===== config.mk =====
export PLATFORM = sky130hd
export DESIGN_NAME = instr_encoder
export DESIGN_NICKNAME = d
export VERILOG_FILES = /design/src/rtl/instr_encoder.sv
export SDC_FILE = /design/constraint.sdc
export NUM_CORES = 1
export LEC_CHECK = 0
export CORE_MARGIN = 1.5
export CORE_UTILIZATION = 43
export DETAILED_ROUTE_END_ITERATION = 8
export PLACE_DENSITY = 0.82
export SLEW_MARGIN = 20
export SYNTH_ARGS = -nofsm -noshare
export SYNTH_HDL_FRONTEND = slang
export SYNTH_SLANG_ARGS = --single-unit

===== constraint.sdc =====
create_clock -name Clk -period 2.8 [get_ports Clk]
set_clock_uncertainty 0.15 [all_clocks]
set_input_delay 0.42 -clock Clk [delete_from_list [all_inputs] [get_ports Clk]]
set_output_delay 0.42 -clock Clk [all_outputs]
set_load 0.005 [all_outputs]

===== src/rtl/instr_encoder.sv =====
// Mnemonic-to-MIPS encoder that streams words with byte addresses to the instruction-memory loader.
// Optional SUPER_OP_EN macro makes code 26 encode the SuperAdder op; undefined, code 26 is illegal.
module instr_encoder #(
  parameter int ADDR_W    = 10,
  parameter int MAX_WORDS = 256
) (
  input  logic              Clk,
  input  logic              Rst,
  input  logic              Start,
  input  logic [ADDR_W-1:0] BaseAddr,
  input  logic              InValid,
  output logic              InReady,
  input  logic [4:0]        Mnemonic,
  input  logic [4:0]        Rs,
  input  logic [4:0]        Rt,
  input  logic [4:0]        Rd,
  input  logic [4:0]        Shamt,
  input  logic [15:0]       Imm,
  input  logic [25:0]       Target,
  output logic              OutValid,
  input  logic              OutReady,
  output logic [31:0]       InstrWord,
  output logic [ADDR_W-1:0] InstrAddr,
  output logic [ADDR_W-1:0] Count,
  output logic              Done,
  output logic              IllegalOp
);

  typedef enum logic [1:0] {S_IDLE, S_RUN, S_DONE, S_ERR} state_t;

  localparam logic [ADDR_W:0] MAX_L = (ADDR_W + 1)'(MAX_WORDS);

  state_t            state_q;
  logic              out_valid_q;
  logic [31:0]       word_q;
  logic [ADDR_W-1:0] addr_q, addr_d;
  logic [ADDR_W-1:0] count_q, count_d;
  logic              illegal_q;

  logic [31:0]       enc_word;
  logic              enc_legal;
  logic              last_in_flight;
  logic              in_hs, out_hs;
  logic [ADDR_W-1:0] base_aligned;

  always_comb begin
    enc_word  = 32'h0;
    enc_legal = 1'b1;
    case (Mnemonic)
      5'd0:  enc_word = {6'h00, Rs, Rt, Rd, Shamt, 6'h20};
      5'd1:  enc_word = {6'h00, Rs, Rt, Rd, Shamt, 6'h22};
      5'd2:  enc_word = {6'h00, Rs, Rt, Rd, Shamt, 6'h24};
      5'd3:  enc_word = {6'h00, Rs, Rt, Rd, Shamt, 6'h25};
      5'd4:  enc_word = {6'h00, Rs, Rt, Rd, Shamt, 6'h2A};
      5'd5:  enc_word = {6'h00, Rs, 5'd0, 5'd0, 5'd0, 6'h08};
      5'd6:  enc_word = {6'h02, Target};
      5'd7:  enc_word = {6'h03, Target};
      5'd8:  enc_word = {6'h04, Rs, Rt, Imm};
      5'd9:  enc_word = {6'h05, Rs, Rt, Imm};
      5'd10: enc_word = {6'h06, Rs, 5'd0, Imm};
      5'd11: enc_word = {6'h07, Rs, 5'd0, Imm};
      5'd12: enc_word = {6'h01, Rs, 5'd0, Imm};
      5'd13: enc_word = {6'h01, Rs, 5'd1, Imm};
      5'd14: enc_word = {6'h0F, 5'd0, Rt, Imm};
      5'd15: enc_word = {6'h23, Rs, Rt, Imm};
      5'd16: enc_word = {6'h2B, Rs, Rt, Imm};
      5'd17: enc_word = {6'h20, Rs, Rt, Imm};
      5'd18: enc_word = {6'h28, Rs, Rt, Imm};
      5'd19: enc_word = {6'h08, Rs, Rt, Imm};
      5'd20: enc_word = {6'h09, Rs, Rt, Imm};
      5'd21: enc_word = {6'h0A, Rs, Rt, Imm};
      5'd22: enc_word = {6'h0C, Rs, Rt, Imm};
      5'd23: enc_word = {6'h0D, Rs, Rt, Imm};
      5'd24: enc_word = {6'h0E, Rs, Rt, Imm};
      5'd25: enc_word = {6'h1C, Rs, Rt, Rd, 5'd0, 6'h02};
`ifdef SUPER_OP_EN
      5'd26: enc_word = {6'h3F, Rs, Rt, Rd, 11'h000};
`else
      5'd26: enc_legal = 1'b0;
`endif
      default: enc_legal = 1'b0;
    endcase
  end

  // Once the final word sits in the output stage nothing more may be accepted.
  assign last_in_flight = out_valid_q && (({1'b0, count_q} + 1'b1) == MAX_L);
  assign InReady        = (state_q == S_RUN) && (!out_valid_q || OutReady) && !last_in_flight;
  assign in_hs          = InValid && InReady;
  assign out_hs         = out_valid_q && OutReady;
  assign addr_d         = addr_q + ADDR_W'(4);
  assign count_d        = count_q + 1'b1;
  assign base_aligned   = BaseAddr & ~ADDR_W'(3);

  always_ff @(posedge Clk) begin
    if (!Rst) begin
      state_q     <= S_IDLE;
      out_valid_q <= 1'b0;
      word_q      <= 32'h0;
      addr_q      <= '0;
      count_q     <= '0;
      illegal_q   <= 1'b0;
    end else if (Start) begin
      state_q     <= S_RUN;
      out_valid_q <= 1'b0;
      addr_q      <= base_aligned;
      count_q     <= '0;
      illegal_q   <= 1'b0;
    end else begin
      if (out_hs) begin
        out_valid_q <= 1'b0;
        addr_q      <= addr_d;
        count_q     <= count_d;
        if (state_q == S_RUN && {1'b0, count_d} == MAX_L) state_q <= S_DONE;
      end
      // A new accept overrides the clear above, so the stage refills without a bubble.
      if (in_hs) begin
        if (enc_legal) begin
          out_valid_q <= 1'b1;
          word_q      <= enc_word;
        end else begin
          illegal_q <= 1'b1;
          state_q   <= S_ERR;
        end
      end
    end
  end

  assign OutValid  = out_valid_q;
  assign InstrWord = word_q;
  assign InstrAddr = addr_q;
  assign Count     = count_q;
  assign Done      = (state_q == S_DONE);
  assign IllegalOp = illegal_q;

endmodule


Word level (Yosys, flattened, before mapping)
Index checks and enable logic that the tools add are counted.
- $add $sub $neg: 3
- $mul: 0
- div/mod/pow operators: 0
- order comparisons: 0
- eq/ne operators: 29
- shifts and indexed selects: 0
- muxes and demuxes: 12
- bitwise logic cells: 3
- reductions and logical operators: 15
- operators by type and width (cell ; count):
    32-bit one-hot mux with 26 select lines ; 1
    5-bit == test, second input constant ; 10
    5-bit by 4-bit == test with 1-bit output, second input constant ; 8
    26-bit OR reduction ; 1
    5-bit by 3-bit == test with 1-bit output, second input constant ; 4
    10-bit 2-to-1 mux ; 2
    10-bit by 1-bit adder with 11-bit output, second input constant ; 1
    11-bit by 9-bit == test with 1-bit output, second input constant ; 1
    10-bit by 1-bit adder with 10-bit output, second input constant ; 1
    10-bit by 3-bit adder with 10-bit output, second input constant ; 1
    10-bit by 9-bit == test with 1-bit output, second input constant ; 1
    5-bit by 2-bit == test with 1-bit output, second input constant ; 2
    2-bit 2-to-1 mux ; 4
    1-bit logical AND ; 6
    5-bit by 1-bit == test with 1-bit output, second input constant ; 1
    5-bit zero test ; 1
    1-bit 2-to-1 mux ; 5
    1-bit inverter ; 3
    3-bit AND reduction ; 1
    2-bit by 1-bit == test with 1-bit output, second input constant ; 1
    2-bit == test, second input constant ; 1
    1-bit zero test ; 2
    2-bit AND reduction ; 1
    2-bit nonzero test ; 1
    2 further kinds ; 2
- register bits: 56
- bits in latches: 0
- bits in writable memories: 0
- ROM bits: 0
- input port bits: 82
- output and inout port bits: 56
- logic and storage cells: 70
- memories kept: 0

Depth between registers and ports, before layout
- depth in word-level cells: 8
- gate-level depth with buffers: 7
- depth with buffers taken out: 6

Least setup slack after synthesis
OpenSTA, ideal clock, no wires.
- kind: flip-flop to output port
- start: register count_q[0] (netlist: Count[0])
- end: output InReady
- arrival time: 1.903 ns
- data required time: 2.230 ns
- setup slack: 0.327 ns
- cell stages (with the launch flop): 8
- path buffers: 1
- path through: dfxtp_1 -> ha_1 -> nand3_1 -> xnor2_1 -> a2111o_1 -> clkbuf_1 -> o21ai_0 -> a21oi_1
- longest elaborated chain between the ends: 5
- ends and longest elaborated chain (what ; line ; text):
    start: declaration ; 37 ; logic [ADDR_W-1:0] count_q, count_d;
    start signal: assignment ; 112 ; count_q <= count_d;
    10-bit by 1-bit adder with 11-bit output ; 86 ; assign last_in_flight = out_valid_q && (({1'b0, count_q} + 1'b1) == MAX_L);
    11-bit by 9-bit == test with 1-bit output ; 86 ;
    1-bit logical AND ; 86 ;
    1-bit zero test ; 87 ; assign InReady = (state_q == S_RUN) && (!out_valid_q || OutReady) && !last_in_flight;
    1-bit logical AND ; 87 ;
    end: declaration ; 12 ; output logic InReady,
No other way between the ends.

Final worst setup path
- start: register count_q[6] (netlist: Count[6])
- end: output InReady
Same word-level chain as after synthesis.

==> flow_summary.toml <==
[clocking]
hold_buffers = 0
clk_pin_slew_ps = 110
clk_latency_ps = 320
cts_tree = "done"
clock_path_buffers = 2
root_buffer = "clkbuf_8"
cts_buffers = 5
cts_sinks = 54
cts_htree_levels = 2

[synthesis]
synth_area_um2 = 3310
ys_ff_latch = 54
synth_async_sr_flop_share = 0
yosysWarnings = 0
synthFlopType = "dfxtp_1"
netlist_instances = 403
ys_seq_area_frac = 0.326
synth_edf_count = 0
syn_avg_cell_area_um2 = 8.22
synth_cell_types = 62

[detailed_routing]
drc = 0
firstDrtPassIters = 4
vias = 3550
initialDrtViolationCount = 277
via_per_inst = 5.58
antenna_left = 0
drt-wirelength-per-cell_um = 15.8
wl_um = 10000

[place]
place_area_um2 = 4840
portBuffers = 133
hpwl_um = 7500
placed_cells = 628
gp_congestion = 0.882

[finish]
layout.cells.non_filler = 636
final_layout_size_suffix_gt1_frac = 0.104
nets = 621
post-route-util = 0.676
fillers = 608
final_area_um2 = 4980
area_delta_synth_final_pct = 50.3
antenna_cells = 0

[pwr]
peakVddDrop_mv = 0.280
p_total_uw = 1730
p_leak_uw = 0.00200
power_density_nw_per_um2 = 348

[worst_setup_path]
r2r_cells = 7
path_cells = "and4_1 -> a211o_1 -> a2111o_1 -> o21ai_1 -> a21oi_1 -> clkdlybuf4s15_1"
end_kind = "primary output"
start_kind = "flop"
r2r-start = "Count[6]$_SDFFE_PP0P_"
cp_num_cells = 6
worstPathMaxFanout = 6
path_class = "flop to primary output"
arrival_ps = 2120
ff2ff_setup_slack_ps = 210
crit_path_end = "InReady"
cp.buffers_inverters = 1
critPathSlowestCell = "a2111o_1"
cpLargestDelayFamily = "compound AO/OA/AOI/OAI gates"
reg2reg_to = "InstrWord[23]$_SDFFE_PN0P_"
crit_start = "Count[6]$_SDFFE_PP0P_"
required_ps = 2230
cpPeakStageDelay_ps = 430

[sta]
period_minus_slack_ps = 2690
slew_viol_final = 0
tightest_slew_ps = 641
fin_crit_sh = 0.961
max_freq_mhz = 372
slew_headroom = 0.572
fin_setup_tns_ps = 0
finalSetupViolCount = 0
rsz0062_at_grt = "false"
hold_violations = 0

[die]
dieArea_um2 = 8240
start_util = 0.449
ios = 138
die_h_um = 90.8
core_um2 = 7370
rows = 31
die_w_um = 90.8

[global_route]
grt_max_degree = 26
grt_pass1_wl_um = 16500
grt_overflow = 0
first_global_vias = 3449
grt_antenna_before_repair = 0
groute.usage.overall = 0.243

[outcome]
outcome = "complete, no violations"

[run]
maxCapViolations = 0

[min_path]
hp-class = "flop to flop"
==> registers in the layout, summed over array words and instances (netlist names) <==
signal,cells
Count,10
IllegalOp,1
InstrAddr,8
InstrWord,32
OutValid,1
state_q,2
==> worst reg2reg max path, cell delays in order (launching register included) <==
cell and delay, ps:
dfxtp_2 370, and4_1 220, a211o_1 300, a2111o_1 430
buf_4 230, o31a_1 400, buf_4 220, a31oi_1 170
==> placed cells by master (no fill, tap or decap), drive strengths merged, types with 2 or more instances in the layout <==
master / n
clkdlybuf4s50: 131
dfxtp: 54
nand2: 48
buf: 27
nor2: 23
mux2i: 21
nand2b: 17
o21ai: 16
o311ai: 16
a21oi: 14
inv: 13
xnor2: 12
nand3: 12
or2: 10
a31oi: 9
xor2: 8
and3: 8
o211a: 7
a22o: 7
nor2b: 6
nand4: 5
a21boi: 5
a222oi: 5
clkbuf: 5
nand3b: 4
a22oi: 4
and4: 3
nor3: 3
a32o: 3
o31ai: 3
and2: 3
ha: 3
a21bo: 2
a211oi: 2
o311a: 2
conb: 2
==> metal layers <==
| metal | up-vias | part of all wire | routed length (um) | GRT usage |
|---|---|---|---|---|
| li1 | 1730 | - | - | - |
| met1 | 1679 | 0.43 | 4270 | 0.301 |
| met2 | 121 | 0.49 | 4970 | 0.425 |
| met3 | 20 | 0.054 | 539 | 0.0404 |
| met4 | 0 | 0.025 | 254 | 0.0780 |
| met5 | - | 0 | 0 | 0 |
==> kinds of logic after synthesis <==
logic type | synth area share
other | 0.00113
xor gates and xnor gates | 0.0529
AOI/OAI and AO/OA | 0.254
DFF | 0.326
adders and majority gates | 0.0113
and+or+nand+nor | 0.227
buffers and inverters | 0.0604
muxes | 0.0669
==> final cells by class <==
type                    count  area (um2)  area share
multi-input cells         303        2070       0.415
repair buffers            159        1530       0.308
flip-flops and latches     54        1090       0.218
well taps                  99         124      0.0249
clock buffers               5        68.8      0.0138
clock inverters             3        48.8     0.00980
inverters                  13        48.8     0.00980
==> worst min-delay path by stage <==
stage,startpoint,endpoint,slack (ps),cells past startpoint
finish,IllegalOp$_SDFFE_PP0P_,IllegalOp$_SDFFE_PP0P_,310,2
floorplan,IllegalOp$_SDFFE_PP0P_,IllegalOp$_SDFFE_PP0P_,290,2
detailed placement,IllegalOp$_SDFFE_PP0P_,IllegalOp$_SDFFE_PP0P_,300,2
CTS,IllegalOp$_SDFFE_PP0P_,IllegalOp$_SDFFE_PP0P_,310,2
global placement,IllegalOp$_SDFFE_PP0P_,IllegalOp$_SDFFE_PP0P_,290,2
global route,InstrWord[16]$_SDFFE_PN0P_,InstrWord[16]$_SDFFE_PN0P_,330,2
==> Yosys cell counts, types with 3 or more instances <==
cell type,instances,area (um2)
nand4_1,5,31.3
a21oi_1,14,70.1
or2_2,10,62.6
and4_1,3,26.3
nand3b_1,4,30.0
nor2_1,23,86.3
mux2i_1,21,210
a222oi_1,5,50.1
dfxtp_1,54,1080
inv_1,12,45.0
xor2_1,8,70.1
a22o_1,7,61.3
xnor2_1,12,105
nand3_1,12,60.1
ha_1,3,37.5
a31oi_1,9,56.3
o211a_1,7,70.1
nor3_1,3,15.0
nand2_1,48,180
o21ai_0,16,80.1
o311ai_1,15,131
a21boi_0,5,37.5
and3_1,8,50.1
nor2b_1,6,37.5
clkbuf_1,27,101
a32o_1,3,30.0
a22oi_1,4,30.0
nand2b_1,17,106
==> timing repair <==
action	in CTS	in global routing
setup endpoints to repair	1	1
gates resized for setup	7	4
buffers inserted	0	0
==> through the flow <==
stage | hold slack [ps] | setup WS (ps)
global route | 330 | 24.3
floorplan | 292 | 327
finish | 309 | 111
global placement | 290 | 120
CTS | 313 | 22.6
detailed placement | 298 | 82.3
==> power breakdown <==
group	switching [uW]	internal, uW	total, uW
sequential	18.4	789	808
clock	282	273	555
combinational	146	224	371
total	447	1290	1730
Power figures use the tool's default switching activity.
